File: config.mk
export PLATFORM = sky130hd
export DESIGN_NAME = shift_issue_stage
export DESIGN_NICKNAME = d
export VERILOG_FILES = /design/src/rtl/shift_pkg.sv /design/src/rtl/shift_decode.sv /design/src/rtl/shift_issue_stage.sv
export SDC_FILE = /design/constraint.sdc
export NUM_CORES = 1
export LEC_CHECK = 0
export CORE_ASPECT_RATIO = 1.25
export CORE_MARGIN = 1.5
export CORE_UTILIZATION = 42
export CTS_CLUSTER_DIAMETER = 200
export DETAILED_ROUTE_END_ITERATION = 16
export HOLD_SLACK_MARGIN = 0.05
export PLACE_DENSITY = 0.85
export SYNTH_ARGS = -nofsm -noshare
export SYNTH_HDL_FRONTEND = slang
export SYNTH_SLANG_ARGS = --single-unit
File: constraint.sdc
create_clock -name clk -period 1.61 [get_ports clk]
set_input_delay 0.2415 -clock clk [delete_from_list [all_inputs] [get_ports clk]]
set_output_delay 0.2415 -clock clk [all_outputs]
set_load 0.1 [all_outputs]
File: src/rtl/shift_pkg.sv
// Shared constants and decode payload for the shift issue stage and ALU decoder.
package shift_pkg;

  localparam int unsigned DATA_W  = 32;
  localparam int unsigned SHAMT_W = 5;
  localparam int unsigned FUNCT_W = 6;
  localparam int unsigned ALU_W   = 2;

  localparam logic [FUNCT_W-1:0] FUNCT_SLL  = 6'b000000;
  localparam logic [FUNCT_W-1:0] FUNCT_SRL  = 6'b000010;
  localparam logic [FUNCT_W-1:0] FUNCT_SRA  = 6'b000011;
  localparam logic [FUNCT_W-1:0] FUNCT_SLLV = 6'b000100;
  localparam logic [FUNCT_W-1:0] FUNCT_SRLV = 6'b000110;
  localparam logic [FUNCT_W-1:0] FUNCT_SRAV = 6'b000111;

  localparam logic [ALU_W-1:0] ALU_NOP = 2'b00;
  localparam logic [ALU_W-1:0] ALU_SRL = 2'b01;
  localparam logic [ALU_W-1:0] ALU_SRA = 2'b10;
  localparam logic [ALU_W-1:0] ALU_SLL = 2'b11;

  // Decoded shift control: shifter op, amount, and illegal-funct flag.
  typedef struct packed {
    logic [ALU_W-1:0]   alu;
    logic [SHAMT_W-1:0] amt;
    logic               err;
  } dec_t;

endpackage

File: src/rtl/shift_decode.sv
// Combinational funct decode: selects shifter op and immediate/register shift amount.
module shift_decode
  import shift_pkg::*;
(
  input  logic [FUNCT_W-1:0] funct_i,
  input  logic [SHAMT_W-1:0] shamt_i,
  input  logic [SHAMT_W-1:0] rs_amt_i,
  output dec_t               dec_c_o
);

  always_comb begin
    dec_c_o = '{alu: ALU_NOP, amt: '0, err: 1'b1};
    case (funct_i)
      FUNCT_SLL:  dec_c_o = '{alu: ALU_SLL, amt: shamt_i,  err: 1'b0};
      FUNCT_SRL:  dec_c_o = '{alu: ALU_SRL, amt: shamt_i,  err: 1'b0};
      FUNCT_SRA:  dec_c_o = '{alu: ALU_SRA, amt: shamt_i,  err: 1'b0};
      FUNCT_SLLV: dec_c_o = '{alu: ALU_SLL, amt: rs_amt_i, err: 1'b0};
      FUNCT_SRLV: dec_c_o = '{alu: ALU_SRL, amt: rs_amt_i, err: 1'b0};
      FUNCT_SRAV: dec_c_o = '{alu: ALU_SRA, amt: rs_amt_i, err: 1'b0};
      default:    ;
    endcase
  end

endmodule

File: src/rtl/shift_issue_stage.sv
// Two-stage valid/ready issue stage around an external barrel shifter.
// Optional counters stat_ops/stat_err exist only when SHIFT_ISSUE_STAT_EN is defined.
module shift_issue_stage
  import shift_pkg::*;
#(
  parameter int unsigned TAG_W = 5
) (
  input  logic                 clk,
  input  logic                 rst,
  input  logic                 in_valid,
  output logic                 in_ready,
  input  logic [FUNCT_W-1:0]   in_funct,
  input  logic [DATA_W-1:0]    in_rt,
  input  logic [DATA_W-1:0]    in_rs,
  input  logic [SHAMT_W-1:0]   in_shamt,
  input  logic [TAG_W-1:0]     in_tag,
  output logic [DATA_W-1:0]    sh_a,
  output logic [SHAMT_W-1:0]   sh_b,
  output logic [ALU_W-1:0]     sh_alu,
  input  logic [DATA_W-1:0]    sh_c,
  output logic                 out_valid,
  input  logic                 out_ready,
  output logic [DATA_W-1:0]    out_data,
  output logic [TAG_W-1:0]     out_tag,
  output logic                 out_err
`ifdef SHIFT_ISSUE_STAT_EN
  ,
  output logic [31:0]          stat_ops,
  output logic [15:0]          stat_err
`endif
);

  dec_t dec_c;
  logic accept_c, adv1_c, adv2_c;
  logic unused_rs_hi;

  logic               v1_q,   v1_d;
  logic [DATA_W-1:0]  a_q,    a_d;
  logic [SHAMT_W-1:0] b_q,    b_d;
  logic [ALU_W-1:0]   alu_q,  alu_d;
  logic [TAG_W-1:0]   tag1_q, tag1_d;
  logic               err1_q, err1_d;
  logic               v2_q,   v2_d;
  logic [DATA_W-1:0]  data_q, data_d;
  logic [TAG_W-1:0]   otag_q, otag_d;
  logic               oerr_q, oerr_d;

  // Only the low bits of rs feed the amount mux.
  assign unused_rs_hi = ^in_rs[DATA_W-1:SHAMT_W];

  shift_decode u_dec (
    .funct_i  (in_funct),
    .shamt_i  (in_shamt),
    .rs_amt_i (in_rs[SHAMT_W-1:0]),
    .dec_c_o  (dec_c)
  );

  assign adv2_c   = v2_q & out_ready;
  assign adv1_c   = v1_q & (~v2_q | out_ready);
  assign in_ready = ~v1_q | adv1_c;
  assign accept_c = in_valid & in_ready;

  always_comb begin
    v1_d   = v1_q;
    a_d    = a_q;
    b_d    = b_q;
    alu_d  = alu_q;
    tag1_d = tag1_q;
    err1_d = err1_q;
    v2_d   = v2_q;
    data_d = data_q;
    otag_d = otag_q;
    oerr_d = oerr_q;

    if (accept_c) begin
      v1_d   = 1'b1;
      a_d    = in_rt;
      b_d    = dec_c.amt;
      alu_d  = dec_c.alu;
      tag1_d = in_tag;
      err1_d = dec_c.err;
    end else if (adv1_c) begin
      v1_d = 1'b0;
    end

    // Illegal ops carry a zero result regardless of what the shifter returns.
    if (adv1_c) begin
      v2_d   = 1'b1;
      data_d = err1_q ? '0 : sh_c;
      otag_d = tag1_q;
      oerr_d = err1_q;
    end else if (adv2_c) begin
      v2_d = 1'b0;
    end
  end

  always_ff @(posedge clk) begin
    if (rst) begin
      v1_q   <= 1'b0;
      a_q    <= '0;
      b_q    <= '0;
      alu_q  <= '0;
      tag1_q <= '0;
      err1_q <= 1'b0;
      v2_q   <= 1'b0;
      data_q <= '0;
      otag_q <= '0;
      oerr_q <= 1'b0;
    end else begin
      v1_q   <= v1_d;
      a_q    <= a_d;
      b_q    <= b_d;
      alu_q  <= alu_d;
      tag1_q <= tag1_d;
      err1_q <= err1_d;
      v2_q   <= v2_d;
      data_q <= data_d;
      otag_q <= otag_d;
      oerr_q <= oerr_d;
    end
  end

  assign sh_a      = a_q;
  assign sh_b      = b_q;
  assign sh_alu    = alu_q;
  assign out_valid = v2_q;
  assign out_data  = data_q;
  assign out_tag   = otag_q;
  assign out_err   = oerr_q;

`ifdef SHIFT_ISSUE_STAT_EN
  logic [31:0] ops_q;
  logic [15:0] errs_q;

  // Op count wraps; error count saturates.
  always_ff @(posedge clk) begin
    if (rst) begin
      ops_q  <= '0;
      errs_q <= '0;
    end else if (adv2_c) begin
      ops_q <= ops_q + 32'd1;
      if (oerr_q && (errs_q != 16'hFFFF)) errs_q <= errs_q + 16'd1;
    end
  end

  assign stat_ops = ops_q;
  assign stat_err = errs_q;
`endif

endmodule

==> metrics.cfg <==
[worst_setup_path]
r2r-end=sh_a[23]
end_kind=primary output
cp.required_ps=1370
crit_type=input pin to primary output
rrSetupSlack_ps=290
worstPathArrival_ps=1210
start_kind=input pin
r2r_start=out_valid
r2r_cells=4
cp_max_fo=7

[floorplanning]
die_y_um=108
design.core.area_mm2=0.00861
row_count=38
io_pins=195
fp.dieW_um=86.7
die_area_mm2=0.00933
start_util_pct=42.7

[timing]
rsz0062_at_grt=false
maxSlewHeadroom_pct=60.0
post-route-period-util_pct=90.3
drv_slew=0
finClkSkew_ps=8.44
setup_viol=0
fmax_mhz=688
worst_pin_slew_ps=599
hold_viol_final=0
period_needed_ps=1450

[synth]
synth_top_family_by_area=simple AND/OR/NAND/NOR gates
yosys.area.top_type=dfxtp_1
synth_compound_area_share_pct=12.8
postSynthAreaPerCell_um2=9.65
synth-main-ff-cell=dfxtp_1
muxShareOfSynthArea_pct=11.4
ys_seq_area_share_pct=46.3
synth_xor_area_share_pct=0.238
ys_warn_count=0
synthSimpleGateAreaFrac_pct=23.7
netlist_instances=381
synth_area_leaders=dfxtp_1, nand2b_1, mux2i_1
ys_ff_latch=85
synth_edf_count=0
synth_top_area_share_pct=46.3
yosys.area_share.adder_pct=0
ys_types=25
ys_async_sr_fraction_pct=0
synth_fp_nets=497
netlist_area_mm2=0.00368

[cells_and_area]
stdcell_count=664
area_delta_synth_final_pct=76.4
layout-drive-gt1-share_pct=22.1
final_area_mm2=0.00649
antennaDiodeCount=0
fin_util_pct=75.4
nets=655
nFillCells=582

[routing]
drt_first_iter_violations=94
via_per_inst=5.19
drcViolationCount=0
postRouteAntennaNets=0
wl_met3_um=727
wl_met1_mm=3.90
routed_wl_mm=10.3
wl_per_cell_um=15.5
route.vias.total=3444
dr.pass1.iters=6
wl_met2_mm=5.51
top_layer=met4

[cts]
path_clk_slew_ps=90
cts_tree=built
numClockSinks=85
clock_latency_ps=350
numCtsBuffers=9
cts_resized=0
htreeDepth=3
clock-root-buffer=clkbuf_8
postCtsSetupBuffers=0
clk_path_buf_depth=2
hold_buffers=0

[run]
maxCapViolCount=0

[power]
p_total_w=0.00547
p_per_area_mw_per_mm2=844
ir_worst_vdd_mv=0.589
cellLeakagePower_nw=2.48

[status]
run_status=finished clean

[grt]
grt_max_degree=75
antenna_found_initial=0
track_usage_pct=22.7
grt_pass1_wl_mm=16.6
grt_pass1_vias=3594
gr-total-overflow=0

[place]
dp_cells=648
io_buffer_count=167
place_congestion=0.767
hpwl_mm=7.72
placed_area_mm2=0.00630

[hold_path]
min_delay_path_depth=2
hold_class=input pin to flop
hp-start=rst
hold_end=out_data[5]

==> Yosys cell counts, drive strengths merged (2+ instances only) <==
cell type and instances:
a21oi 43, nand3 6, mux2i 42, buf 23, clkbuf 15, o21ai 40
o2bb2ai 4, nand4b 33, dfxtp 85, inv 3, nand2b 78, nand4 2
==> cells by family after synthesis <==
kind of cell / count (synthesis)
flip-flops: 85
buffers and inverters: 41
multiplexers: 42
AO/OA/AOI/OAI: 89
XOR/XNOR: 1
AND/OR/NAND/NOR: 123
==> final cells by class <==
class / instances / area [um^2] / share of cell area [%]
repair buffers: 185 / 2640 / 40.7
multi-input cells: 255 / 1790 / 27.5
flip-flops and latches: 85 / 1710 / 26.3
well taps: 120 / 150 / 2.31
clock buffers: 11 / 141 / 2.18
clock inverters: 5 / 50.0 / 0.771
inverters: 3 / 11.3 / 0.174
==> metal layers <==
| metal | vias up | track usage [%] |
|---|---|---|
| li1 | 1647 | - |
| met3 | 15 | 5.29 |
| met2 | 142 | 41.4 |
| met4 | 0 | 9.10 |
| met5 | - | 0 |
| met1 | 1640 | 24.9 |
==> power by group <==
group / internal (W) / switching [W]
logic: 0.000715 / 0.000968
clock network: 0.000749 / 0.000728
registers: 0.00221 / 0.000109
==> sequential cells by signal, indices dropped and copies added, names as in the netlist <==
register   flops
v1_q           1
out_data      32
tag1_q         5
err1_q         1
sh_a          32
sh_b           5
out_tag        5
out_err        1
out_valid      1
sh_alu         2
==> worst max-delay path, stage by stage <==
cell and delay (ps):
clkdlybuf4s50_1 550, nand3b_4 230, buf_12 190
==> worst max path at each step <==
| stage | startpoint | to | slack [ps] | cells after the start |
|---|---|---|---|---|
| final | out_ready | in_ready | 160 | 3 |
| after global routing | out_ready | in_ready | 110 | 3 |
| after global placement | out_ready | sh_a[26] | 6 | 5 |
| after detailed placement | out_ready | sh_a[23] | -70 | 5 |
| after floorplan | out_valid | sh_b[3] | 140 | 3 |
| after CTS | v1_q | in_ready | 30 | 2 |
==> per-stage QoR <==
stage	hold WS (ps)	worst slack, ps	TNS [ps]
finish	335	156	0
global route	377	114	0
CTS	314	34.9	0
detailed placement	468	-71.9	-592
global placement	455	5.55	0
floorplan	385	143	0
==> placed cells by master, fill, tap and decap left out <==
cell             count
bufinv_16            1
a21oi_4              1
nand3_1              6
o21ai_0             25
inv_1                2
buf_2                1
nand2b_1            78
dfxtp_1             83
o2bb2ai_1            4
a21oi_1             42
clkbuf_1             1
dfxtp_4              1
nor4_4               1
nor3_1               1
o21ai_1             15
o32ai_1              1
nand4_1              2
clkdlybuf4s50_1     87
nand3b_4             1
a311oi_1             1
nor2b_4              1
clkbuf_8            10
xnor2_1              1
dfxtp_2              1
nand4b_1            33
mux2i_1             42
clkinv_2             4
buf_12              83
buf_4               14
inv_2                1
Power figures use the tool's default switching activity.
